**src/rtl/btn_dir_arbiter.sv**
```systemverilog
// btn_dir_arbiter: four async direction buttons -> debounced presses -> round-robin pick -> 2-entry heading queue
//   clk, rst (async, active-high)
//   btn_up/btn_right/btn_down/btn_left : async buttons, 1 = pressed
//   tick       : game-step pulse, pops one queued direction into dir
//   clr        : sync restart, empties queue and sets dir to RIGHT
//   dir        : heading 00 UP, 01 RIGHT, 10 DOWN, 11 LEFT
//   dir_chg    : pulse alongside a dir load from the queue
//   q_level    : queued entries 0..2
//   press_drop : pulse one cycle after a press lost to arbitration, reversal or full queue
module sync_2ff (
  input  logic clk,
  input  logic d,
  output logic q
);
  logic m;
  always_ff @(posedge clk) begin
    m <= d;
    q <= m;
  end
endmodule

module btn_dir_arbiter #(
  parameter int DB_CYCLES = 250000,
  parameter int DB_W      = 18
) (
  input  logic       clk,
  input  logic       rst,
  input  logic       btn_up,
  input  logic       btn_right,
  input  logic       btn_down,
  input  logic       btn_left,
  input  logic       tick,
  input  logic       clr,
  output logic [1:0] dir,
  output logic       dir_chg,
  output logic [1:0] q_level,
  output logic       press_drop
);
  logic [3:0] btn, s, db_state, db_prev, press;
  logic [1:0] rr_ptr, win, idx, ref_dir, q0, q1, q0_p, q0_n, q1_n, lvl_p, lvl_n;
  logic       found, lose, same, rev, push, pop, drop_n;
  assign btn = {btn_left, btn_down, btn_right, btn_up};
  genvar i;
  generate
    for (i = 0; i < 4; i++) begin : g_btn
      logic [DB_W-1:0] cnt;
      logic            db;
      sync_2ff u_sync (.clk(clk), .d(btn[i]), .q(s[i]));
      always_ff @(posedge clk or posedge rst)
        if (rst) begin
          cnt <= '0;
          db  <= 1'b0;
        end else if (s[i] == db) cnt <= '0;
        else if (cnt == DB_W'(DB_CYCLES - 1)) begin
          db  <= s[i];
          cnt <= '0;
        end else cnt <= cnt + 1'b1;
      assign db_state[i] = db;
    end
  endgenerate
  assign press = db_state & ~db_prev;
  always_comb begin
    win   = rr_ptr;
    found = 1'b0;
    idx   = '0;
    for (int k = 0; k < 4; k++) begin
      idx = rr_ptr + 2'(k);
      if (press[idx] && !found) begin
        win   = idx;
        found = 1'b1;
      end
    end
  end
  // Compare against the newest queued heading so back-to-back presses are checked against each other
  assign ref_dir = q_level == 2'd2 ? q1 : (q_level != 2'd0 ? q0 : dir);
  assign lose    = found && (press != (4'b0001 << win));
  assign same    = win == ref_dir;
  assign rev     = win == (ref_dir ^ 2'b10);
  assign pop     = tick && q_level != 2'd0;
  // A full queue still accepts when the same cycle pops
  assign push    = !clr && found && !same && !rev && (q_level != 2'd2 || tick);
  assign drop_n  = !clr && found && (lose || rev || (!same && q_level == 2'd2 && !tick));
  assign lvl_p   = q_level - {1'b0, pop};
  assign q0_p    = pop ? q1 : q0;
  assign q0_n    = push && lvl_p == 2'd0 ? win : q0_p;
  assign q1_n    = push && lvl_p != 2'd0 ? win : q1;
  assign lvl_n   = lvl_p + {1'b0, push};
  always_ff @(posedge clk or posedge rst)
    if (rst) begin
      dir        <= 2'b01;
      dir_chg    <= 1'b0;
      q_level    <= '0;
      press_drop <= 1'b0;
      rr_ptr     <= '0;
      q0         <= '0;
      q1         <= '0;
      db_prev    <= '0;
    end else begin
      press_drop <= drop_n;
      rr_ptr     <= found ? win + 2'd1 : rr_ptr;
      db_prev    <= db_state;
      dir_chg    <= pop && !clr;
      dir        <= clr ? 2'b01 : (pop ? q0 : dir);
      q_level    <= clr ? 2'd0 : lvl_n;
      q0         <= q0_n;
      q1         <= q1_n;
    end
endmodule

```
**config.mk**
```make
export PLATFORM = sky130hd
export DESIGN_NAME = btn_dir_arbiter
export DESIGN_NICKNAME = d
export VERILOG_FILES = /design/src/rtl/btn_dir_arbiter.sv
export SDC_FILE = /design/constraint.sdc
export NUM_CORES = 1
export LEC_CHECK = 0
export CAP_MARGIN = 10
export CORE_MARGIN = 10
export CORE_UTILIZATION = 60
export DETAILED_ROUTE_END_ITERATION = 8
export PLACE_DENSITY = 0.78
export SLEW_MARGIN = 20
export SYNTH_ARGS = -nofsm -noshare
export SYNTH_HDL_FRONTEND = slang
export SYNTH_SLANG_ARGS = --single-unit
```
**constraint.sdc**
```tcl
create_clock -name clk -period 4.1 [get_ports clk]
set_input_delay 0.82 -clock clk [delete_from_list [all_inputs] [get_ports clk]]
set_output_delay 0.82 -clock clk [all_outputs]
set_load 0.02 [all_outputs]
```
==> reports/qor.txt, run 1 <==
Ant. Diodes: 0
Non-filler cells, final: 593
Mux cell area share after synthesis: 2.242%
Pwr Density: 353.4 nW/um^2
FF+latch count, synth: 100
# setup viols final: 0
CP startpoint kind: input pin
Asr flop ratio synth: 92.00%
# Max-Cap Violations: 0
Fmax: 421.3 MHz
Clk buf depth: 2
Total grt overflow: 0
Initial Util: 61.29%
Hold-fix buffers at CTS: 0
DRT Wirelength: 7500 microns
Post-DP HPWL: 5216 microns
Routed via count: 3176
Cell Chain, Critical Path: clkdlybuf4s50_1, o21ai_1, inv_1, ha_1, xnor2_1, nand2_1, nor2_1, a21oi_1, a2bb2oi_1
Data arrival, critical path: 2.60 ns
Top FF cell, synth: dfrtp_1
Fin crit period: 2.374 ns
Met2 GRT Util: 20.91%
Final Hold Vio Count: 0
YS warnings: 0
Cts bufs inserted: 9
Root Buffer: clkbuf_8
Max IR drop VDD: 0.0002237 V
Mapped Area: 4687 sq um
HP Class: reg -> reg
Largest net degree at the start of global routing: 62
Vias in the first global route: 3027
Clock Skew: 0.01127 ns
Status: finished, final reports clean
Routability cong.: 0.8427
Final worst-path cycle share: 57.89%
Xor and xnor area share after synthesis: 13.27%
Vias/cell: 5.356
Chip height: 108.4 microns
Post-CTS Setup Bufs: 0
Setup Crit Path Kind: in -> reg
Clock Sinks: 100
Post-CTS sizing: 0
Clock Pin Slew Worst Setup and Hold Paths: 0.09 ns
Critical Path Fanout Max: 8
Post-Synth Adder-Cell Area: 1.602%
Die footprint: 11750 sq um
Post-synth EDFFs: 0
Final net count: 500
Placed Cells incl. Taps: 577
Synth Area in Simple Gates: 23.87%
Leakage: 2.232 nW
Slowest stage delay, CP: 0.42 ns
CTS tree: built
Critical Path RT: 4.32 ns
Final worst slack: 1.726 ns
Gr usage total: 13.73%
Netlist cell types: 50
Commonest non-fill, non-tap cell in the layout: nor2_1
H-tree Lvls: 3
RSZ-0062 raised after global routing: no
Post-route ant nets: 0
Slew of the pin with the lowest slew margin: 0.7321 ns
Slowest CP cell: clkdlybuf4s50_1
Area of the multi-input gates: 2121 sq um
Core footprint: 7647 sq um
Met3 Resource Use GR: 3.867%
Site Rows: 32
Mapped Cells: 474
Syn Nets: 488
Most frequent cells in the layout: nor2_1 (102), dfrtp_1 (91), xnor2_1 (39), xor2_1 (32), nand3_1 (32)
Area Growth Syn to Fin: 8.729%
Compound-Gate Fraction of Synth Area: 4.271%
DR iter-0 viols: 72
Clk_lat worst skew: 0.36 ns
WL/cell: 12.65 microns
Ratio of cells with drive above 1 in the final layout: 5.295%
Post-synthesis sequential area ratio: 52.56%
Gr busiest metal: met2
Sequential cell area: 2464 sq um
Port bufs: 13
# IOs: 14
TNS Setup: 0 ns
Rel. slew slack: 51.20%
DR DRC count: 0
Main combinational cell family by area after synthesis: simple AND/OR/NAND/NOR gates
Initial antenna violation count: 0
Die X-Extent: 108.4 microns
Critical Path End Type: register
Syn avg cell area: 9.888 sq um
First-pass GRT wire length: 13350 microns
Max Slew Vio Count: 0
Met1 usage: 18.44%
Setup WS pre-CTS: 1.401 ns
Router iterations before antenna repair: 4
Fill count: 616
## final cells by class
class	count	share of cell area, %
clock buffers	11	2.578
clock inverters	5	1.178
inverters	12	0.9330
multi-input cells	348	41.62
flip-flops and latches	100	48.34
well taps	102	2.504
repair buffers	15	2.848
## power by group
group | leakage, nW | internal [W] | switching, W | total [W]
sequential | 1.34 | 0.00101 | 0.0000235 | 0.00103
clock | 0.0943 | 0.000286 | 0.000323 | 0.000609
combinational | 0.802 | 0.0000640 | 0.0000931 | 0.000157
## per-stage QoR
step	power, W	hold WS [ns]	util (%)	area [sq um]
finish	0.001801	0.3331	66.64	5096
global route	0.001882	0.3500	66.64	5096
CTS	0.001825	0.3353	66.62	5095
detailed placement	0.001213	0.3121	64.12	4903
global placement	0.001206	0.3135	64.12	4903
floorplan	0.001164	0.3096	-	4687
## synthesized netlist by cell type, types with 5 or more instances
cell      count  area share (%)
mux2i_1       6             1.3
clkbuf_1     10            0.80
nor4_1        6            0.80
nand2_1      25             2.0
dfrtp_1      91              49
a21oi_1       7            0.75
ha_1          6             1.6
nor3_1        5            0.53
nor2_1      102             8.2
dfxtp_1       8             3.4
and3_1       12             1.6
nand3_1      32             3.4
nor2b_1       6            0.80
o21ai_0       6            0.64
inv_1        12            0.96
nand2b_1      9             1.2
nand4_1       9             1.2
xnor2_1      39             7.3
xor2_1       32             6.0
## worst max-delay path: cells and delay by family
family / cells / cell delay (ns)
AO/OA/AOI/OAI: 3 / 0.55
buffers and inverters: 2 / 0.51
AND/OR/NAND/NOR: 2 / 0.28
XOR/XNOR: 1 / 0.23
adder cells (fa/ha/maj): 1 / 0.21
## kinds of logic (layout without fill, tap and decap cells)
| group | Yosys count | in the layout |
|---|---|---|
| AO/OA/AOI/OAI | 31 | 31 |
| XOR/XNOR | 71 | 71 |
| adder cells (fa/ha/maj) | 6 | 6 |
| multiplexers | 10 | 10 |
| flip-flops | 100 | 100 |
| AND/OR/NAND/NOR | 230 | 230 |
| buffers and inverters | 26 | 43 |
## routing by layer
metal | wire, microns | share of wire [%]
met1 | 3731 | 50
met2 | 3386 | 45
met3 | 296 | 3.9
met4 | 86 | 1.1
met5 | 0 | 0
## state kept, by name, summed over array words and instances (netlist names)
register,flops
q_level,2
g_btn.cnt,72
g_btn.u_sync.q,4
press_drop,1
g_btn.db,4
db_prev,4
q0,2
rr_ptr,2
dir,2
dir_chg,1
g_btn.u_sync.m,4
q1,2
## final timing paths
| path | start | to | slack (ns) | cells past startpoint |
|---|---|---|---|---|
| max in group asynchronous | rst | db_prev[2] | 2.47 | 3 |
| worst max-delay path | tick | q0[0] | 1.73 | 9 |
| worst max register to register | g_btn[0].db | q_level[0] | 1.73 | 7 |
| min in group asynchronous | rst | g_btn[2].cnt[10] | 0.92 | 2 |
| worst min-delay path | g_btn[2].u_sync.m | g_btn[2].u_sync.q | 0.33 | 0 |
| worst min register to register | g_btn[2].u_sync.m | g_btn[2].u_sync.q | 0.33 | 0 |
No activity file was read; power rests on OpenSTA's default activity.
==> run 2, diff against run 1 <==
--- a/config.mk
+++ b/config.mk
@@ -7,9 +7,9 @@
 export LEC_CHECK = 0
 export CAP_MARGIN = 10
 export CORE_MARGIN = 10
-export CORE_UTILIZATION = 60
+export CORE_UTILIZATION = 55
 export DETAILED_ROUTE_END_ITERATION = 8
-export PLACE_DENSITY = 0.78
+export PLACE_DENSITY = 0.75
 export SLEW_MARGIN = 20
 export SYNTH_ARGS = -nofsm -noshare
 export SYNTH_HDL_FRONTEND = slang
==> constraint.sdc (replaced) <==
create_clock -name clk -period 2.18 [get_ports clk]
set_input_delay 0.436 -clock clk [delete_from_list [all_inputs] [get_ports clk]]
set_output_delay 0.436 -clock clk [all_outputs]
set_load 0.02 [all_outputs]
==> reports/qor.txt, run 2 (same netlist as run 1, synthesis figures left out) <==
Data arrival, critical path: 2.32 ns
Sequential cell area: 2464 sq um
Slowest CP cell: dfrtp_1
Critical Path Fanout Max: 6
Status: finished, final reports clean
Largest net degree at the start of global routing: 93
Slew of the pin with the lowest slew margin: 0.5592 ns
Clk_lat worst skew: 0.36 ns
Total grt overflow: 0
DR iter-0 viols: 166
Initial antenna violation count: 0
Final core utilization: 62.74%
Vias/cell: 5.404
CP startpoint kind: register
Routability cong.: 0.7909
Site Rows: 33
Cts bufs inserted: 9
Chip height: 112.3 microns
Initial Util: 56.76%
Hold-fix buffers at CTS: 0
Clock Pin Slew Worst Setup and Hold Paths: 0.09 ns
Commonest non-fill, non-tap cell in the layout: nor2_1
Setup Crit Path Kind: reg -> reg
Die footprint: 12610 sq um
TNS Setup: 0 ns
Post-route ant nets: 0
Most used cell, CP: nor2_1
Ratio of cells with drive above 1 in the final layout: 7.784%
Rel. slew slack: 62.38%
Slowest stage delay, CP: 0.40 ns
Port bufs: 13
Critical Path RT: 2.47 ns
Max Slew Vio Count: 0
RSZ-0062 raised after global routing: no
# setup viols final: 0
Router iterations before antenna repair: 4
# IOs: 14
Final net count: 510
Cell Chain, Critical Path: and2b_4, o22ai_1, a222oi_1, buf_4, xnor2_1, nor2_1, ha_1, xor2_1, nor2_1
Routed via count: 3275
Clock Sinks: 100
Leakage: 2.280 nW
Area Growth Syn to Fin: 10.54%
Fmax: 493.0 MHz
H-tree Lvls: 3
Register-to-Register Setup Slack: 0.15 ns
Die X-Extent: 112.3 microns
Biggest register: g_btn.cnt
Most frequent cells in the layout: nor2_1 (102), dfrtp_1 (91), xnor2_1 (39), xor2_1 (32), nand3_1 (32)
Final worst-path cycle share: 93.04%
Clk buf depth: 2
HP Class: reg -> reg
Core footprint: 8258 sq um
Area of the multi-input gates: 2123 sq um
Max FFs per register: 72
Max IR drop VDD: 0.0005166 V
Fill count: 693
Fin crit period: 2.028 ns
WL/cell: 12.89 microns
Root Buffer: clkbuf_8
Gr usage total: 13.48%
Crit path buffers/inverters: 1
# Max-Cap Violations: 0
First-pass GRT wire length: 14640 microns
CP delay by family, top: simple AND/OR/NAND/NOR gates
Clock Skew: 0.01055 ns
Post-DP HPWL: 5352 microns
Ant. Diodes: 0
Vias in the first global route: 3350
Pwr Density: 647.8 nW/um^2
DRT Wirelength: 7810 microns
Critical Path End Type: register
DR DRC count: 0
CTS tree: built
Final Hold Vio Count: 0
run 2: what timing repair did:
item | in CTS | in global routing
setup buffers | 0 | 1
gates resized for setup | 0 | 1
hold endpoints to repair | 0 | 0
endpoints found under the setup margin | 0 | 1
run 2: through the flow:
| stage | instances | total power (W) | hold WS (ns) | worst slack [ns] | cell area (sq um) |
|---|---|---|---|---|---|
| 5_1_grt | 606 | 0.003525 | 0.3431 | 0.008151 | 5181 |
| 2_1_floorplan | 474 | 0.002190 | 0.3096 | 0.06104 | 4691 |
| 6_report | 606 | 0.003356 | 0.3364 | 0.1517 | 5181 |
| 3_5_place_dp | 589 | 0.002308 | 0.3158 | 0.04237 | 4990 |
| 4_1_cts | 605 | 0.003414 | 0.3403 | 0.1101 | 5171 |
| 3_3_place_gp | 589 | 0.002293 | 0.3126 | 0.1409 | 4990 |
run 2: worst paths after layout:
check,end,cells past startpoint,from
min in group asynchronous,g_btn[2].cnt[13],3,rst
setup / recovery,q_level[1],9,db_prev[3]
setup reg to reg,q_level[1],9,db_prev[3]
hold reg to reg,g_btn[1].u_sync.q,0,g_btn[1].u_sync.m
max in group asynchronous,dir[1],3,rst
hold / removal,g_btn[1].u_sync.q,0,g_btn[1].u_sync.m
run 2: layout make-up:
type	instances	area share, %
Multi-Input combinational cell	348	40.98
Tap cell	105	2.536
Clock buffer	10	2.656
Inverter	12	0.9418
Sequential cell	100	47.55
Clock inverter	6	0.8452
Timing Repair Buffer	25	4.492
run 2: report_power, final:
| part | total [W] | leakage (nW) | switching (W) | internal [W] |
|---|---|---|---|---|
| clock | 0.00109 | 0.0935 | 0.000637 | 0.000455 |
| sequential | 0.00195 | 1.34 | 0.0000443 | 0.00190 |
| combinational | 0.000318 | 0.851 | 0.000178 | 0.000141 |
| total | 0.00336 | 2.28 | 0.000859 | 0.00250 |
run 2: worst reg2reg max path, cell delays in order, from the launching register on:
cell,delay [ns]
dfrtp_1,0.40
and2b_4,0.28
o22ai_1,0.08
a222oi_1,0.34
buf_4,0.17
xnor2_1,0.14
nor2_1,0.08
ha_1,0.22
xor2_1,0.16
nor2_1,0.09
run 2: metal layers:
metal | vias to the layer above | GRT usage, % | share of wire [%]
met2 | 29 | 22.56 | 49
met1 | 1604 | 16.26 | 47
met4 | 0 | 5.499 | 1.4
met5 | - | 0 | 0
met3 | 8 | 3.301 | 2.6
li1 | 1634 | - | -
